**src/rtl/spider_cmd_sequencer.sv**
```systemverilog
// spider_cmd_sequencer
// Turns a stream of 16-bit command packets into neuron bus cycles.
// Packet kinds: register writes, cache loads through the router, run/wait, and read-back.
// Bus writes always take one dedicated WR_BUS cycle, so WE is a single-cycle pulse.
// The command stream is stalled during that cycle.
module spider_cmd_sequencer #(
    parameter logic [15:0] ROUTER_ADDR    = 16'h8003,
    parameter int          READ_LATENCY   = 1,
    parameter int          TIMEOUT_CYCLES = 1024
) (
    input  logic        clk,
    input  logic        rst,
    input  logic        cmd_valid,
    output logic        cmd_ready,
    input  logic [15:0] cmd_data,
    output logic        res_valid,
    input  logic        res_ready,
    output logic [15:0] res_data,
    output logic        WE,
    output logic [15:0] Address,
    output logic [15:0] DataWrite,
    output logic        StartOperation,
    input  logic        ReadyNextOperation,
    input  logic [15:0] DataRead,
    output logic        busy,
    output logic        err
);

    typedef enum logic [3:0] {
        IDLE,
        REG_ADDR,
        REG_DATA,
        WR_BUS,
        LD_SEL,
        LD_BASE,
        LD_DATA,
        RUN_PULSE,
        RUN_HOLD,
        RUN_WAIT,
        RD_SEL,
        RD_BASE,
        RD_ISSUE,
        RD_WAIT,
        RD_OUT
    } stateT;

    localparam logic [3:0] OP_REG_WRITE  = 4'd1;
    localparam logic [3:0] OP_CACHE_LOAD = 4'd2;
    localparam logic [3:0] OP_RUN        = 4'd3;
    localparam logic [3:0] OP_READ       = 4'd4;

    localparam logic [31:0] WAIT_LAST = 32'(TIMEOUT_CYCLES - 1);
    localparam logic [31:0] LAT_LAST  = 32'(READ_LATENCY);

    stateT       state;
    logic [3:0]  opcode;        // opcode of the packet in flight
    logic [11:0] remaining;     // data words / pairs / reads still to go
    logic [15:0] regAddr;       // address half of a REG_WRITE pair
    logic [15:0] nextAddr;      // next base+k address for loads and reads
    logic        routerPhase;   // the current WR_BUS cycle is the router select write
    logic [31:0] waitCount;     // cycles spent in RUN_WAIT
    logic [31:0] latencyCount;  // cycles since the read address was issued
    logic        readyArm;      // keeps cmd_ready low until the first edge after reset
    logic        acceptState;
    logic        cmdFire;

    // States in which a command word may be consumed
    always_comb begin
        acceptState = 1'b0;
        case (state)
            IDLE, REG_ADDR, REG_DATA, LD_SEL, LD_BASE, LD_DATA, RD_SEL, RD_BASE:
                acceptState = 1'b1;
            default:
                acceptState = 1'b0;
        endcase
    end

    assign cmd_ready = readyArm & acceptState;
    assign cmdFire   = cmd_valid & cmd_ready;
    assign busy      = (state != IDLE);

    // Packet FSM with all bus and result outputs registered
    always_ff @(posedge clk or posedge rst) begin
        if (rst) begin
            state          <= IDLE;
            opcode         <= 4'd0;
            remaining      <= 12'd0;
            regAddr        <= 16'd0;
            nextAddr       <= 16'd0;
            routerPhase    <= 1'b0;
            waitCount      <= 32'd0;
            latencyCount   <= 32'd0;
            readyArm       <= 1'b0;
            WE             <= 1'b0;
            Address        <= 16'd0;
            DataWrite      <= 16'd0;
            StartOperation <= 1'b0;
            res_valid      <= 1'b0;
            res_data       <= 16'd0;
            err            <= 1'b0;
        end else begin
            readyArm       <= 1'b1;
            WE             <= 1'b0;
            StartOperation <= 1'b0;
            case (state)
                IDLE: begin
                    if (cmdFire) begin
                        opcode    <= cmd_data[15:12];
                        remaining <= cmd_data[11:0];
                        case (cmd_data[15:12])
                            OP_REG_WRITE:
                                state <= (cmd_data[11:0] == 12'd0) ? IDLE : REG_ADDR;
                            OP_CACHE_LOAD:
                                state <= LD_SEL;
                            OP_RUN: begin
                                StartOperation <= 1'b1;
                                state          <= RUN_PULSE;
                            end
                            OP_READ:
                                state <= RD_SEL;
                            default:
                                err <= 1'b1;
                        endcase
                    end
                end
                REG_ADDR: begin
                    if (cmdFire) begin
                        regAddr <= cmd_data;
                        state   <= REG_DATA;
                    end
                end
                REG_DATA: begin
                    if (cmdFire) begin
                        WE          <= 1'b1;
                        Address     <= regAddr;
                        DataWrite   <= cmd_data;
                        remaining   <= remaining - 12'd1;
                        routerPhase <= 1'b0;
                        state       <= WR_BUS;
                    end
                end
                WR_BUS: begin
                    if (routerPhase) begin
                        state <= (opcode == OP_READ) ? RD_BASE : LD_BASE;
                    end else if (remaining == 12'd0) begin
                        state <= IDLE;
                    end else begin
                        state <= (opcode == OP_REG_WRITE) ? REG_ADDR : LD_DATA;
                    end
                end
                LD_SEL, RD_SEL: begin
                    // The router select is written before the base word is taken
                    if (cmdFire) begin
                        WE          <= 1'b1;
                        Address     <= ROUTER_ADDR;
                        DataWrite   <= cmd_data;
                        routerPhase <= 1'b1;
                        state       <= WR_BUS;
                    end
                end
                LD_BASE: begin
                    if (cmdFire) begin
                        nextAddr <= cmd_data;
                        state    <= (remaining == 12'd0) ? IDLE : LD_DATA;
                    end
                end
                LD_DATA: begin
                    if (cmdFire) begin
                        WE          <= 1'b1;
                        Address     <= nextAddr;
                        DataWrite   <= cmd_data;
                        nextAddr    <= nextAddr + 16'd1;
                        remaining   <= remaining - 12'd1;
                        routerPhase <= 1'b0;
                        state       <= WR_BUS;
                    end
                end
                RUN_PULSE: begin
                    state <= RUN_HOLD;
                end
                RUN_HOLD: begin
                    // Ready may still show the previous operation here, so it is not looked at
                    waitCount <= 32'd0;
                    state     <= RUN_WAIT;
                end
                RUN_WAIT: begin
                    if (ReadyNextOperation) begin
                        state <= IDLE;
                    end else if (waitCount >= WAIT_LAST) begin
                        err   <= 1'b1;
                        state <= IDLE;
                    end else begin
                        waitCount <= waitCount + 32'd1;
                    end
                end
                RD_BASE: begin
                    if (cmdFire) begin
                        Address  <= cmd_data;
                        nextAddr <= cmd_data + 16'd1;
                        state    <= (remaining == 12'd0) ? IDLE : RD_ISSUE;
                    end
                end
                RD_ISSUE: begin
                    // Address is already on the bus with WE low; count the latency from here
                    if (READ_LATENCY == 0) begin
                        res_data  <= DataRead;
                        res_valid <= 1'b1;
                        state     <= RD_OUT;
                    end else begin
                        latencyCount <= 32'd1;
                        state        <= RD_WAIT;
                    end
                end
                RD_WAIT: begin
                    if (latencyCount >= LAT_LAST) begin
                        res_data  <= DataRead;
                        res_valid <= 1'b1;
                        state     <= RD_OUT;
                    end else begin
                        latencyCount <= latencyCount + 32'd1;
                    end
                end
                RD_OUT: begin
                    if (res_ready) begin
                        res_valid <= 1'b0;
                        remaining <= remaining - 12'd1;
                        if (remaining == 12'd1) begin
                            state <= IDLE;
                        end else begin
                            Address  <= nextAddr;
                            nextAddr <= nextAddr + 16'd1;
                            state    <= RD_ISSUE;
                        end
                    end
                end
                default: begin
                    state <= IDLE;
                end
            endcase
        end
    end

endmodule

```
**config.mk**
```make
export PLATFORM = sky130hd
export DESIGN_NAME = spider_cmd_sequencer
export DESIGN_NICKNAME = d
export VERILOG_FILES = /design/src/rtl/spider_cmd_sequencer.sv
export SDC_FILE = /design/constraint.sdc
export NUM_CORES = 1
export LEC_CHECK = 0
export CORE_UTILIZATION = 60
export CTS_BUF_LIST = sky130_fd_sc_hd__clkbuf_4
export DETAILED_ROUTE_END_ITERATION = 12
export GPL_ROUTABILITY_DRIVEN = 0
export PLACE_DENSITY = 0.94
export SLEW_MARGIN = 20
export SYNTH_ARGS = -nofsm -noshare
export SYNTH_HDL_FRONTEND = slang
export SYNTH_SLANG_ARGS = --single-unit
```
**constraint.sdc**
```tcl
create_clock -name clk -period 11.8 [get_ports clk]
set_clock_uncertainty 0.2 [all_clocks]
set_input_delay 2.36 -clock clk [delete_from_list [all_inputs] [get_ports clk]]
set_output_delay 2.36 -clock clk [all_outputs]
set_load 0.03 [all_outputs]
```
==> results <==
- The maximum cell stage delay along the critical path is 0.79 ns.
- The post-synthesis cell type with the largest combined area is dfrtp_1.
- The critical path arrival is 2.82 ns.
- The share of the synthesized area in the top cell type is 50.6%.
- The post-detailed-route via-to-cell ratio is 6.34.
- The post-detailed-placement half-perimeter wirelength is 12700 um.
- Based on the critical path, the design can be clocked at up to 0.186 GHz.
- The worst register-to-register path has a depth of 10.
- The first-pass detailed-route iteration total is 6.
- The core region is 13500 sq um.
- The number of gates resized after CTS was 0.
- The clock-pin slew reported for the worst setup and hold paths after clock tree synthesis is 0.13 ns.
- The number of nets in the synthesized netlist is 858.
- The synthesized design contains 0 enable-type register cells.
- The horizontal extent of the die is 120 um.
- The detailed-route wire length is 19300 um.
- The most common cell after layout, fill and taps aside is dfrtp_1.
- The final standard cell area without fillers is 9590 sq um.
- In this run, synthesis produced a sequential element count of 170.
- The remaining number of nets flagged by the antenna check after routing is 0.
- The count of final max-slew check failures is 0.
- The number of maximum-capacitance constraint violations is 0.
- In the layout the commonest cells are 170 x dfrtp_1, 90 x clkdlybuf4s50_1, 67 x nor2_1, 60 x nand2_1, 58 x a21oi_1.
- The sequential cell area fraction in the yosys report is 50.6%.
- The gate count of the mapped netlist is 813.
- The critical path ends at cmd_ready.
- By startpoint and endpoint, the worst setup path is classified as reg2out.
- 91 I/O pins were placed.
- The initial cell density of the core is 62.6%.
- The number of global-route vias before repair is 6597.
- The static leakage power is 4.15 nW.
- Across the VDD grid, the largest voltage drop is 0.152 mV.
- In this run the critical register-to-register path is captured at nextAddr[12].
- Power spread over the standard cell area amounts to 253 nW/um^2.
- The first global-routing pass estimated 31700 um of wire.
- Setup total negative slack on the finished layout was measured at 0 ns.
- The CTS tree is built.
- In the final routed layout, each cell accounts on average for 18.1 um.
- The slew of the pin with the lowest slew margin is 0.999 ns.
- Clock tree synthesis selected as its root buffer the cell clkbuf_4.
- Across all layers, the routed design uses 6740 vias.
- At the end of the flow, the number of nets in the layout was 922.
- Global routing consumed, over all layers together, 28.0% of the routing resources.
- After floorplanning, the core was divided into 42 placement rows.
- For the worst setup path, the data required time is 9.24 ns.
- The share of flip-flops with an asynchronous set or reset after synthesis is 100%.
- The clock passes through at most 2 buffers.
- The signal on the critical path passes through nor2b_4 -> nand2_1 -> o21ai_0 -> and2_1 -> clkdlybuf4s50_1.
- The count of endpoints failing hold in the final timing report is 0.
- The run finished with clean final reports.
- The time the worst path needs with I/O delays and setup is 5.38 ns.
- Setup slack on the worst reg-to-reg path comes out at 8.66 ns.
- The class of the tightest hold or removal check is reg2reg.
- The die area is 14500 sq um.
- The highest net fanout along the worst path is 20.
- The Yosys step of the flow raised 0 warnings.
- The DRC violation count after routing is 0.
- The TritonCTS sink count is 170.
- The total placed cells including tap cells is 1034.
- The proportion of layout cells with a drive suffix above 1 is 14.2%.
- Grouping stages by cell kind, the critical path spends the most delay in flip-flops.
- The critical path depth is 5.
- The number of antenna cells inserted is 0.
- The TritonCTS buffer count is 17.
- Setup repair after global routing left no endpoint under its margin.
- The startpoint of the most critical setup path is state[3].
- The most frequently used flop master after synthesis is dfrtp_1.
- In this run the cell area measured after placement is 9340 sq um.
- Synthesis instantiated 79 different standard cells from the library.
- The worst register-to-register path begins at state[2].
- The hold buffer count at cts is 0.
- Setup violations remaining at the end of the flow were counted as 0.
- Of the available clock period, the critical path in the final layout requires 45.6%.
- Measured along the y axis, the die boundary spans 120 um.
- The capturing element type of the critical path is an output port.
- The growth of design area from synthesis to finish is 13.9%.
- Together, buffers and inverters on the worst path number 1.
- In the post-synthesis netlist, the biggest area contributors are dfrtp_1 51%, mux2_2 6.8%, nor2b_1 4.0%.
- The count of cells in the finished layout, fillers not included, comes to 1063.
- The pin count of the biggest net entering global routing is 96.
- STA classifies the critical path startpoint as a register.
- The number of setup buffers added after CTS is 0.
- The max-slew headroom at the worst pin is 33.2%.
- The cell area after synthesis is 8420 sq um.
- The later-pin clock latency in the skew report is 0.58 ns.
- The number of H-tree branching levels is 4.
- Averaged over all synthesized cells, the footprint is 10.4 sq um.
- The slowest stage of the critical path is the dfrtp_1 cell.
- The global-route congestion overflow total is 0.
- Port buffering added 90 buffers.
- The layout has 943 filler cells.
- The number of antenna violations at the first check in global routing is 0.
- For this block, the initial DRC count from the detailed router was 912.
[stage by stage]
stage	hold WS, ns	utilization, %	power (mW)	setup WS (ns)
after floorplan	0.251	-	1.74	4.64
after global placement	0.264	69.4	2.04	6.93
after detailed placement	0.276	69.4	2.09	6.81
after CTS	0.306	71.3	2.41	6.41
after global routing	0.328	71.3	2.56	6.27
final	0.311	71.3	2.42	6.42
[layout make-up]
type	count	area [sq um]	area share, %
Inverter	19	76.3	0.796
Clock inverter	10	105	1.10
Multi-Input combinational cell	569	3810	39.8
Timing Repair Buffer	100	976	10.2
Tap cell	176	220	2.30
Clock buffer	19	143	1.49
Sequential cell	170	4250	44.4
[logic make-up after synthesis]
family          count (synthesis)  synth area share [%]
mux                            57                  7.66
other cells                     1                0.0446
flops                         170                  50.6
simple gates                  307                  20.4
compound gates                185                  14.7
buf+inv                        74                  4.31
fa+ha+maj                       8                  1.19
xor+xnor                       11                  1.14
[how the worst min path moves through the flow]
stage	to	startpoint	slack (ns)	depth (start not counted)
after global routing	latencyCount[8]	latencyCount[8]	0.33	1
after floorplan	regAddr[3]	regAddr[3]	0.25	2
after CTS	regAddr[8]	regAddr[8]	0.31	2
after global placement	regAddr[3]	regAddr[3]	0.26	2
final	regAddr[3]	regAddr[3]	0.31	2
after detailed placement	regAddr[8]	regAddr[8]	0.28	2
[routing by layer]
| metal | vias up | GRT usage, % | wire length, um |
|---|---|---|---|
| met5 | - | 0 | 0 |
| met4 | 0 | 13.0 | 531 |
| met3 | 57 | 6.51 | 1510 |
| met2 | 363 | 43.4 | 9130 |
| met1 | 3251 | 37.5 | 8100 |
| li1 | 3069 | - | - |
[synth_stat cells, types with 4 or more instances]
| master | instances |
|---|---|
| or3_1 | 4 |
| o22a_1 | 6 |
| nor2_1 | 67 |
| o31ai_1 | 8 |
| nor4_1 | 17 |
| mux2_2 | 51 |
| dfrtp_1 | 170 |
| nor3_1 | 24 |
| nand2b_1 | 4 |
| o22ai_1 | 5 |
| mux2i_1 | 4 |
| nand3_1 | 19 |
| a22oi_1 | 11 |
| a32oi_1 | 4 |
| and2_1 | 4 |
| inv_1 | 19 |
| buf_4 | 7 |
| buf_6 | 5 |
| nor2b_1 | 54 |
| a41oi_1 | 4 |
| a21oi_1 | 59 |
| ha_1 | 8 |
| nand2_1 | 60 |
| clkbuf_1 | 26 |
| nand4_1 | 14 |
| a31oi_1 | 17 |
| o21ai_0 | 34 |
| a222oi_1 | 6 |
| buf_2 | 17 |
| and3_1 | 8 |
| xor2_1 | 9 |
[sequential cells by signal, summed over array words and instances (netlist names)]
register        count
readyArm            1
err                 1
res_valid           1
state               4
nextAddr           16
opcode              4
routerPhase         1
remaining          12
latencyCount       32
WE                  1
waitCount          32
StartOperation      1
DataWrite          16
res_data           16
regAddr            16
Address            16
[worst reg2reg max path, cell delays in order (launching register included)]
cell and delay (ns):
dfrtp_1 0.36, buf_4 0.31, and3b_1 0.21, buf_4 0.45
nand2_1 0.15, nand2_1 0.09, ha_1 0.39, o221ai_1 0.33
a222oi_1 0.35, a21oi_1 0.07, a21oi_1 0.16
[power by group]
| group | internal [mW] | switching, mW | leakage, nW | total (mW) |
|---|---|---|---|---|
| clock | 0.124 | 0.192 | 0.139 | 0.316 |
| combinational | 0.483 | 0.710 | 1.87 | 1.19 |
| sequential | 0.768 | 0.144 | 2.14 | 0.912 |
Power figures use the tool's default switching activity.
